### src/rtl/msrh_stq_wc_entry_if.sv
// Signal bundle between the write-combining store entry and its neighbours:
// committed-store drain, L1D line write port, LRQ resolve and snoop pipe.
interface msrh_stq_wc_entry_if #(
    parameter int PADDR_W   = 56,
    parameter int LINE_B    = 64,
    parameter int ST_DATA_W = 64,
    parameter int LRQ_SIZE  = 8
);
    logic                   i_st_valid;
    logic [PADDR_W-1:0]     i_st_paddr;
    logic [ST_DATA_W-1:0]   i_st_data;
    logic [ST_DATA_W/8-1:0] i_st_be;
    logic                   o_st_accept;
    logic                   i_flush_req;
    logic                   o_busy;
    logic                   o_l1d_req_valid;
    logic                   i_l1d_req_ready;
    logic [PADDR_W-1:0]     o_l1d_paddr;
    logic [LINE_B*8-1:0]    o_l1d_data;
    logic [LINE_B-1:0]      o_l1d_be;
    logic                   i_l1d_resp_valid;
    logic                   i_l1d_resp_miss;
    logic                   i_l1d_resp_conflict;
    logic [LRQ_SIZE-1:0]    i_lrq_index_oh;
    logic                   i_lrq_resolve_valid;
    logic [LRQ_SIZE-1:0]    i_lrq_resolve_index_oh;
    logic                   i_snoop_req_valid;
    logic [PADDR_W-1:0]     i_snoop_paddr;
    logic                   o_snoop_resp_valid;
    logic [LINE_B-1:0]      o_snoop_resp_be;
    logic [LINE_B*8-1:0]    o_snoop_resp_data;

    modport slave (
        input  i_st_valid, i_st_paddr, i_st_data, i_st_be, i_flush_req,
        input  i_l1d_req_ready, i_l1d_resp_valid, i_l1d_resp_miss, i_l1d_resp_conflict,
        input  i_lrq_index_oh, i_lrq_resolve_valid, i_lrq_resolve_index_oh,
        input  i_snoop_req_valid, i_snoop_paddr,
        output o_st_accept, o_busy, o_l1d_req_valid, o_l1d_paddr, o_l1d_data, o_l1d_be,
        output o_snoop_resp_valid, o_snoop_resp_be, o_snoop_resp_data
    );

    modport master (
        output i_st_valid, i_st_paddr, i_st_data, i_st_be, i_flush_req,
        output i_l1d_req_ready, i_l1d_resp_valid, i_l1d_resp_miss, i_l1d_resp_conflict,
        output i_lrq_index_oh, i_lrq_resolve_valid, i_lrq_resolve_index_oh,
        output i_snoop_req_valid, i_snoop_paddr,
        input  o_st_accept, o_busy, o_l1d_req_valid, o_l1d_paddr, o_l1d_data, o_l1d_be,
        input  o_snoop_resp_valid, o_snoop_resp_be, o_snoop_resp_data
    );
endinterface

### src/rtl/msrh_stq_wc_entry.sv
// Write-combining store buffer entry: merges committed stores to one line, issues a
// single L1D line write with miss/LRQ and conflict replay, and answers snoops.
module msrh_stq_wc_entry #(
    parameter int PADDR_W       = 56,
    parameter int LINE_B        = 64,
    parameter int ST_DATA_W     = 64,
    parameter int MERGE_TIMEOUT = 8,
    parameter int LRQ_SIZE      = 8
) (
    input  logic               i_clk,
    input  logic               i_reset_n,
    msrh_stq_wc_entry_if.slave bus
);
    localparam int ST_B   = ST_DATA_W / 8;
    localparam int LINE_W = LINE_B * 8;
    localparam int OFF_W  = $clog2(LINE_B);
    localparam int SUB_W  = $clog2(ST_B);
    localparam int SLOTS  = LINE_B / ST_B;
    localparam int SLOT_W = (SLOTS > 1) ? $clog2(SLOTS) : 1;
    localparam int CNT_W  = (MERGE_TIMEOUT > 1) ? $clog2(MERGE_TIMEOUT) : 1;
    localparam int TAG_W  = PADDR_W - OFF_W;

    typedef enum logic [2:0] {
        S_IDLE,
        S_MERGE,
        S_REQ,
        S_CHECK,
        S_LRQ_WAIT
    } state_t;

    state_t              state;
    logic [TAG_W-1:0]    line_tag;
    logic [LINE_B-1:0]   line_be;
    logic [LINE_W-1:0]   line_data;
    logic [CNT_W-1:0]    idle_cnt;
    logic [LRQ_SIZE-1:0] lrq_idx;

    logic [SLOT_W-1:0]   st_slot;
    logic                same_line;
    logic                accept;
    logic                timeout;
    logic                snoop_hit;
    logic [LINE_B-1:0]   st_be_line;
    logic [LINE_W-1:0]   st_data_line;
    logic [LINE_W-1:0]   st_mask;
    logic [LINE_W-1:0]   line_mask;
    logic [LINE_B-1:0]   base_be;
    logic [LINE_W-1:0]   base_data;
    logic [LINE_B-1:0]   merged_be;
    logic [LINE_W-1:0]   merged_data;

    logic                snoop_valid_q;
    logic [LINE_B-1:0]   snoop_be_q;
    logic [LINE_W-1:0]   snoop_data_q;

    logic                unused_snoop_offset;
    assign unused_snoop_offset = ^bus.i_snoop_paddr[OFF_W-1:0];

    assign st_slot   = SLOT_W'((bus.i_st_paddr >> SUB_W) & (SLOTS - 1));
    assign same_line = (bus.i_st_paddr[PADDR_W-1:OFF_W] == line_tag);
    assign accept    = bus.i_st_valid && ((state == S_IDLE) || (state == S_MERGE && same_line));
    assign timeout   = (idle_cnt == CNT_W'(MERGE_TIMEOUT - 1));
    assign snoop_hit = bus.i_snoop_req_valid && (state != S_IDLE) &&
                       (bus.i_snoop_paddr[PADDR_W-1:OFF_W] == line_tag);

    // A fresh line starts from an empty image, so the IDLE load never sees stale bytes.
    // NOTE: every always_comb output gets a default first so no latch is inferred.
    always_comb begin
        st_be_line   = '0;
        st_data_line = '0;
        if (accept) begin
            st_be_line   = LINE_B'(bus.i_st_be) << (int'(st_slot) * ST_B);
            st_data_line = LINE_W'(bus.i_st_data) << (int'(st_slot) * ST_DATA_W);
        end
        base_be   = (state == S_IDLE) ? '0 : line_be;
        base_data = (state == S_IDLE) ? '0 : line_data;
        for (int i = 0; i < LINE_B; i++) begin
            st_mask[i*8 +: 8]   = {8{st_be_line[i]}};
            line_mask[i*8 +: 8] = {8{line_be[i]}};
        end
        merged_be   = base_be | st_be_line;
        merged_data = (base_data & ~st_mask) | (st_data_line & st_mask);
    end

    // NOTE: sequential state uses non-blocking assignments only; the line image is reset
    // as well because a reset must discard whatever was being combined.
    always_ff @(posedge i_clk or negedge i_reset_n) begin
        if (!i_reset_n) begin
            state     <= S_IDLE;
            line_tag  <= '0;
            line_be   <= '0;
            line_data <= '0;
            idle_cnt  <= '0;
            lrq_idx   <= '0;
        end else begin
            case (state)
                S_IDLE: begin
                    if (accept) begin
                        line_tag  <= bus.i_st_paddr[PADDR_W-1:OFF_W];
                        line_be   <= merged_be;
                        line_data <= merged_data;
                        idle_cnt  <= '0;
                        state     <= S_MERGE;
                    end
                end
                S_MERGE: begin
                    if (accept) begin
                        line_be   <= merged_be;
                        line_data <= merged_data;
                        idle_cnt  <= '0;
                    end else if (!timeout) begin
                        idle_cnt <= idle_cnt + 1'b1;
                    end
                    // A store to another line is refused but still forces the current line out.
                    if (bus.i_flush_req || (&merged_be) || (bus.i_st_valid && !accept) ||
                        (!accept && timeout)) begin
                        state <= S_REQ;
                    end
                end
                S_REQ: begin
                    if (bus.i_l1d_req_ready) state <= S_CHECK;
                end
                S_CHECK: begin
                    if (bus.i_l1d_resp_valid) begin
                        if (bus.i_l1d_resp_miss) begin
                            lrq_idx <= bus.i_lrq_index_oh;
                            state   <= S_LRQ_WAIT;
                        end else if (bus.i_l1d_resp_conflict) begin
                            state <= S_REQ;
                        end else begin
                            line_be   <= '0;
                            line_data <= '0;
                            state     <= S_IDLE;
                        end
                    end
                end
                S_LRQ_WAIT: begin
                    // An all-zero index means a fresh LRQ allocation: just retry.
                    if ((lrq_idx == '0) ||
                        (bus.i_lrq_resolve_valid && (bus.i_lrq_resolve_index_oh == lrq_idx))) begin
                        state <= S_REQ;
                    end
                end
                default: state <= S_IDLE;
            endcase
        end
    end

    // Snoop answers from the image held before this cycle's merge.
    always_ff @(posedge i_clk or negedge i_reset_n) begin
        if (!i_reset_n) begin
            snoop_valid_q <= 1'b0;
            snoop_be_q    <= '0;
            snoop_data_q  <= '0;
        end else begin
            snoop_valid_q <= bus.i_snoop_req_valid;
            snoop_be_q    <= snoop_hit ? line_be : '0;
            snoop_data_q  <= snoop_hit ? (line_data & line_mask) : '0;
        end
    end

    assign bus.o_st_accept        = accept;
    assign bus.o_busy             = (state != S_IDLE);
    assign bus.o_l1d_req_valid    = (state == S_REQ);
    assign bus.o_l1d_paddr        = {line_tag, OFF_W'(0)};
    assign bus.o_l1d_data         = line_data;
    assign bus.o_l1d_be           = line_be;
    assign bus.o_snoop_resp_valid = snoop_valid_q;
    assign bus.o_snoop_resp_be    = snoop_be_q;
    assign bus.o_snoop_resp_data  = snoop_data_q;
endmodule

### src/flat_wrapper.sv
// flat-port wrapper written by rule: the top's interface ports become plain ports
module msrh_stq_wc_entry_flat 
#(
    parameter int PADDR_W       = 56,
    parameter int LINE_B        = 64,
    parameter int ST_DATA_W     = 64,
    parameter int MERGE_TIMEOUT = 8,
    parameter int LRQ_SIZE      = 8
)
  (i_clk, i_reset_n, bus_i_st_valid, bus_i_st_paddr, bus_i_st_data, bus_i_st_be, bus_i_flush_req, bus_i_l1d_req_ready, bus_i_l1d_resp_valid, bus_i_l1d_resp_miss, bus_i_l1d_resp_conflict, bus_i_lrq_index_oh, bus_i_lrq_resolve_valid, bus_i_lrq_resolve_index_oh, bus_i_snoop_req_valid, bus_i_snoop_paddr, bus_o_st_accept, bus_o_busy, bus_o_l1d_req_valid, bus_o_l1d_paddr, bus_o_l1d_data, bus_o_l1d_be, bus_o_snoop_resp_valid, bus_o_snoop_resp_be, bus_o_snoop_resp_data);
  msrh_stq_wc_entry_if #(.PADDR_W(PADDR_W), .LINE_B(LINE_B), .ST_DATA_W(ST_DATA_W), .LRQ_SIZE(LRQ_SIZE)) bus_i ();
  input  logic i_clk;
  input  logic i_reset_n;
  input wire logic [$bits(bus_i.i_st_valid)-1:0] bus_i_st_valid;
  input wire logic [$bits(bus_i.i_st_paddr)-1:0] bus_i_st_paddr;
  input wire logic [$bits(bus_i.i_st_data)-1:0] bus_i_st_data;
  input wire logic [$bits(bus_i.i_st_be)-1:0] bus_i_st_be;
  input wire logic [$bits(bus_i.i_flush_req)-1:0] bus_i_flush_req;
  input wire logic [$bits(bus_i.i_l1d_req_ready)-1:0] bus_i_l1d_req_ready;
  input wire logic [$bits(bus_i.i_l1d_resp_valid)-1:0] bus_i_l1d_resp_valid;
  input wire logic [$bits(bus_i.i_l1d_resp_miss)-1:0] bus_i_l1d_resp_miss;
  input wire logic [$bits(bus_i.i_l1d_resp_conflict)-1:0] bus_i_l1d_resp_conflict;
  input wire logic [$bits(bus_i.i_lrq_index_oh)-1:0] bus_i_lrq_index_oh;
  input wire logic [$bits(bus_i.i_lrq_resolve_valid)-1:0] bus_i_lrq_resolve_valid;
  input wire logic [$bits(bus_i.i_lrq_resolve_index_oh)-1:0] bus_i_lrq_resolve_index_oh;
  input wire logic [$bits(bus_i.i_snoop_req_valid)-1:0] bus_i_snoop_req_valid;
  input wire logic [$bits(bus_i.i_snoop_paddr)-1:0] bus_i_snoop_paddr;
  output wire logic [$bits(bus_i.o_st_accept)-1:0] bus_o_st_accept;
  output wire logic [$bits(bus_i.o_busy)-1:0] bus_o_busy;
  output wire logic [$bits(bus_i.o_l1d_req_valid)-1:0] bus_o_l1d_req_valid;
  output wire logic [$bits(bus_i.o_l1d_paddr)-1:0] bus_o_l1d_paddr;
  output wire logic [$bits(bus_i.o_l1d_data)-1:0] bus_o_l1d_data;
  output wire logic [$bits(bus_i.o_l1d_be)-1:0] bus_o_l1d_be;
  output wire logic [$bits(bus_i.o_snoop_resp_valid)-1:0] bus_o_snoop_resp_valid;
  output wire logic [$bits(bus_i.o_snoop_resp_be)-1:0] bus_o_snoop_resp_be;
  output wire logic [$bits(bus_i.o_snoop_resp_data)-1:0] bus_o_snoop_resp_data;
  assign bus_i.i_st_valid = bus_i_st_valid;
  assign bus_i.i_st_paddr = bus_i_st_paddr;
  assign bus_i.i_st_data = bus_i_st_data;
  assign bus_i.i_st_be = bus_i_st_be;
  assign bus_i.i_flush_req = bus_i_flush_req;
  assign bus_i.i_l1d_req_ready = bus_i_l1d_req_ready;
  assign bus_i.i_l1d_resp_valid = bus_i_l1d_resp_valid;
  assign bus_i.i_l1d_resp_miss = bus_i_l1d_resp_miss;
  assign bus_i.i_l1d_resp_conflict = bus_i_l1d_resp_conflict;
  assign bus_i.i_lrq_index_oh = bus_i_lrq_index_oh;
  assign bus_i.i_lrq_resolve_valid = bus_i_lrq_resolve_valid;
  assign bus_i.i_lrq_resolve_index_oh = bus_i_lrq_resolve_index_oh;
  assign bus_i.i_snoop_req_valid = bus_i_snoop_req_valid;
  assign bus_i.i_snoop_paddr = bus_i_snoop_paddr;
  assign bus_o_st_accept = bus_i.o_st_accept;
  assign bus_o_busy = bus_i.o_busy;
  assign bus_o_l1d_req_valid = bus_i.o_l1d_req_valid;
  assign bus_o_l1d_paddr = bus_i.o_l1d_paddr;
  assign bus_o_l1d_data = bus_i.o_l1d_data;
  assign bus_o_l1d_be = bus_i.o_l1d_be;
  assign bus_o_snoop_resp_valid = bus_i.o_snoop_resp_valid;
  assign bus_o_snoop_resp_be = bus_i.o_snoop_resp_be;
  assign bus_o_snoop_resp_data = bus_i.o_snoop_resp_data;
  msrh_stq_wc_entry #(.PADDR_W(PADDR_W), .LINE_B(LINE_B), .ST_DATA_W(ST_DATA_W), .MERGE_TIMEOUT(MERGE_TIMEOUT), .LRQ_SIZE(LRQ_SIZE)) u_core (.i_clk(i_clk), .i_reset_n(i_reset_n), .bus(bus_i));
endmodule
### config.mk
export PLATFORM = sky130hd
export DESIGN_NAME = msrh_stq_wc_entry_flat
export DESIGN_NICKNAME = d
export VERILOG_FILES = /design/src/rtl/msrh_stq_wc_entry_if.sv /design/src/rtl/msrh_stq_wc_entry.sv /design/src/flat_wrapper.sv
export SDC_FILE = /design/constraint.sdc
export NUM_CORES = 2
export LEC_CHECK = 0
export ABC_AREA = 1
export BUFFER_PORTS_ARGS = -buffer_cell sky130_fd_sc_hd__buf_4
export CAP_MARGIN = 40
export CORE_AREA = 3 3 560 562
export DETAILED_ROUTE_END_ITERATION = 6
export DIE_AREA = 0 0 563 565
export HOLD_SLACK_MARGIN = 0.1
export PLACE_DENSITY = 0.32
export SYNTH_ARGS = -nofsm -noshare
export SYNTH_HDL_FRONTEND = slang
export SYNTH_SLANG_ARGS = --single-unit
### constraint.sdc
create_clock -name i_clk -period 2.4 [get_ports i_clk]
set_input_delay 0.12 -clock i_clk [delete_from_list [all_inputs] [get_ports i_clk]]
set_output_delay 0.12 -clock i_clk [all_outputs]
set_load 0.01 [all_outputs]
==> metrics.txt <==
I/O Buffers 1406; Cells after Synth 5641; Initial Util 16.5%; Area contributors post-synth dfrtp_1, o21ai_0, o22ai_1; Hold Vio Cnt, Final 0; Die Span Y 565 um; IO Pins 1422; Tot GR Track Use 20.9%; Worst slew margin 31.4%; library cells used by synthesis 36; # setup viols final 1159; # DRC 0; Overall Power 0.0799 W; synthesized flop and latch total 1217; clk slew on worst S/H paths 0.06 ns; worst skew pair latency 0.84 ns; slew at the pin with the worst max-slew slack 1.03 ns; YS warnings 0; Final Hold Slack 0.162 ns; R2R Path Start u_core.line_tag[8]; crit path cell chain inv_1 > nand2_1 > nand2_1 > nor2_1 > nand2_1 > nor2_2 > nand2_1 > nor2_1 > nand2_1 > buf_6 > nand2_8 > buf_6 > nand2_8 > a2111oi_4 > buf_6 > buf_16 > buf_12 > clkbuf_16 > o22ai_1; Final Max Tran Viols 0; FMAX 314 MHz; area of the multi-input gates 19500 um^2; Reg2Reg Setup Slack -0.79 ns; initial antenna violation count 31; core area 309000 um^2; Seq/Total Area, Yosys 59.9%; cell with the most instances after synthesis dfrtp_1; asr flop ratio synth 100%; share of the synthesized area in the top cell type 59.9%; Setup crit start u_core.line_tag[8]; Post-synth top cells dfrtp_1, o21ai_0, inv_1, nor2_1, o22ai_1; Buf/Inv on CP 7; crit path max-delay cell type a2111oi_4; width of the die 563 um; Cells after DPL 11400; worst min path class input port to register; worst hold start bus_i_st_paddr[5]; Iter 0 DRT Violations 3886; Synth Cell Area 50900 um^2; outcome complete, but fails checks; Yosys top cell by area dfrtp_1; number of global-route vias before repair 52500; Final period util 133%; DR WL/cell 29.5 um; nets@finish 7947; die area 318000 um^2; Layout area overhead 66.2%; fin util 27.4%; CP most frequent cell nand2_1; routed vias 52100; non-filler cells in the finished layout 12000; routability congestion estimate 0.868; Setup Skew 0.0449 ns; PwrDens 945 nW/um^2; deepest clock path buffer count 4; largest delay contributor family on the critical path buffers and inverters; CP arrival 3.90 ns; Max stage delay on crit path 0.48 ns; cts bufs inserted 166; largest net degree at the start of global routing 172; Worst EP required 3.11 ns; Root Buffer clkbuf_16; H-tree Lvls 4; Static Leak 37.9 nW; DPL Wire Length 265000 um; Total Routed Length 354000 um; crit-path max FO 8; Pre-antenna DRT Iters 6; first-pass GRT wire length 465000 um; VDD IR max 0.662 mV; critical path capture point type register; crit path launch type register; max cap viols 0; number of flops mapped to enable cells by yosys 0; register area 30500 um^2; Fill cells 33300; post-route minimum period 3.19 ns; crit path kind register to register; Overflow after GRT 0; final setup TNS -653.46 ns; Core Rows 204; Clock Sinks 1217; post-route ant nets 0; CTS tree done; Post-synth top flop dfrtp_1; DR vias/cell 4.34; violated checks setup timing; RSZ-0062 raised after global routing yes; post-route setup slack -0.789 ns; Syn Area/Cell 9.02 um^2; layout cells sized above 1 37.9%
## final cells by class
cell class	instances	share of cell area, %
Tap cell	4120	6.10
Antenna cell	10	0.0296
Sequential cell	1217	36.0
Clock inverter	55	0.816
Multi-Input combinational cell	3252	23.1
Timing Repair Buffer	2283	24.4
Clock buffer	246	5.72
Inverter	815	3.83
## path summary, 6_finish.rpt
| check | to | depth (start not counted) |
|---|---|---|
| worst max-delay path | u_core.bus.o_l1d_data[477] | 19 |
| worst min-delay path | u_core.bus.o_l1d_be[13] | 7 |
| worst max register to register | u_core.bus.o_l1d_data[477] | 19 |
| worst min register to register | u_core.idle_cnt[1] | 2 |
| max in group asynchronous | u_core.bus.o_snoop_resp_data[21] | 4 |
| min in group asynchronous | u_core.bus.o_snoop_resp_data[439] | 3 |
## timing repair
| item | 4_1_cts | 5_1_grt |
|---|---|---|
| setup buffers | 62 | 44 |
| endpoints found under the setup margin | 1159 | 1162 |
| cloned | 12 | 43 |
| gates resized for setup | 713 | 459 |
| endpoints found under the hold margin | 1831 | 0 |
| pin swaps | 54 | 59 |
| hold buffers | 205 | 0 |
## kinds of logic (layout without fill, tap and decap cells)
family                   after synthesis  after routing  synth area share, %
multiplexers                          13             13                0.288
AO/OA/AOI/OAI                       1718           1718                 18.3
flip-flops                          1217           1217                 59.9
AND/OR/NAND/NOR                     1487           1487                 12.1
other                                  1             16              0.00737
adder cells (fa/ha/maj)                2              2               0.0492
buffers and inverters               1177           3399                 8.92
XOR/XNOR                              26             26                0.448
## layout by cell type (no fill, tap or decap), types with 5 or more instances in the layout
master,instances
buf_4,1804
dfrtp_1,1216
o21ai_0,1112
inv_1,752
nand2_1,384
o22ai_1,368
nor2_1,360
nor3_1,257
nor2_4,215
clkbuf_16,205
dlygate4sd3_1,204
nor2_2,113
o22ai_2,106
buf_12,104
buf_6,87
nand3_1,85
o22ai_4,48
clkbuf_1,45
o21ai_2,37
clkbuf_8,33
clkinv_2,32
buf_16,27
inv_2,24
nor4_1,22
o21ai_1,20
buf_8,18
inv_6,17
xnor2_1,15
nand3_2,15
clkinvlp_4,14
mux2_2,13
bufinv_16,13
nand2_2,12
diode_2,10
xor2_1,10
or2_2,9
inv_4,7
a21oi_1,7
conb_1,6
a22o_1,5
## stage by stage
step / setup slack [ns] / area, um^2
finish: -0.789 / 84500
global placement: -1.25 / 70400
floorplan: -0.0175 / 50900
global route: -0.947 / 84500
detailed placement: -1.20 / 70400
CTS: -0.850 / 81200
## routing by layer
| metal | vias up | routed length [um] | track usage [%] |
|---|---|---|---|
| met4 | 10 | 10800 | 5.36 |
| met1 | 26600 | 144000 | 25.8 |
| li1 | 23100 | - | - |
| met2 | 2072 | 171000 | 35.3 |
| met3 | 368 | 28600 | 6.25 |
| met5 | - | 69 | 0 |
## tightest hold or removal path, delay by kind of cell
| kind | cells | cell delay (ns) |
|---|---|---|
| AO/OA/AOI/OAI | 2 | 0.11 |
| buffers and inverters | 2 | 0.46 |
| AND/OR/NAND/NOR | 3 | 0.25 |
## sequential cells by signal, indices dropped and copies added (netlist names)
| name | cells |
|---|---|
| u_core.state | 3 |
| u_core.bus.o_l1d_be | 64 |
| u_core.bus.o_snoop_resp_data | 512 |
| u_core.lrq_idx | 8 |
| u_core.idle_cnt | 3 |
| u_core.bus.o_snoop_resp_valid | 1 |
| u_core.bus.o_l1d_data | 512 |
| u_core.bus.o_snoop_resp_be | 64 |
| u_core.line_tag | 50 |
## where the power goes
part           total [W]  switching, W  internal [W]
registers         0.0226      0.000908        0.0217
logic             0.0314        0.0185        0.0129
clock network     0.0259        0.0105        0.0154
Power figures use the tool's default switching activity.
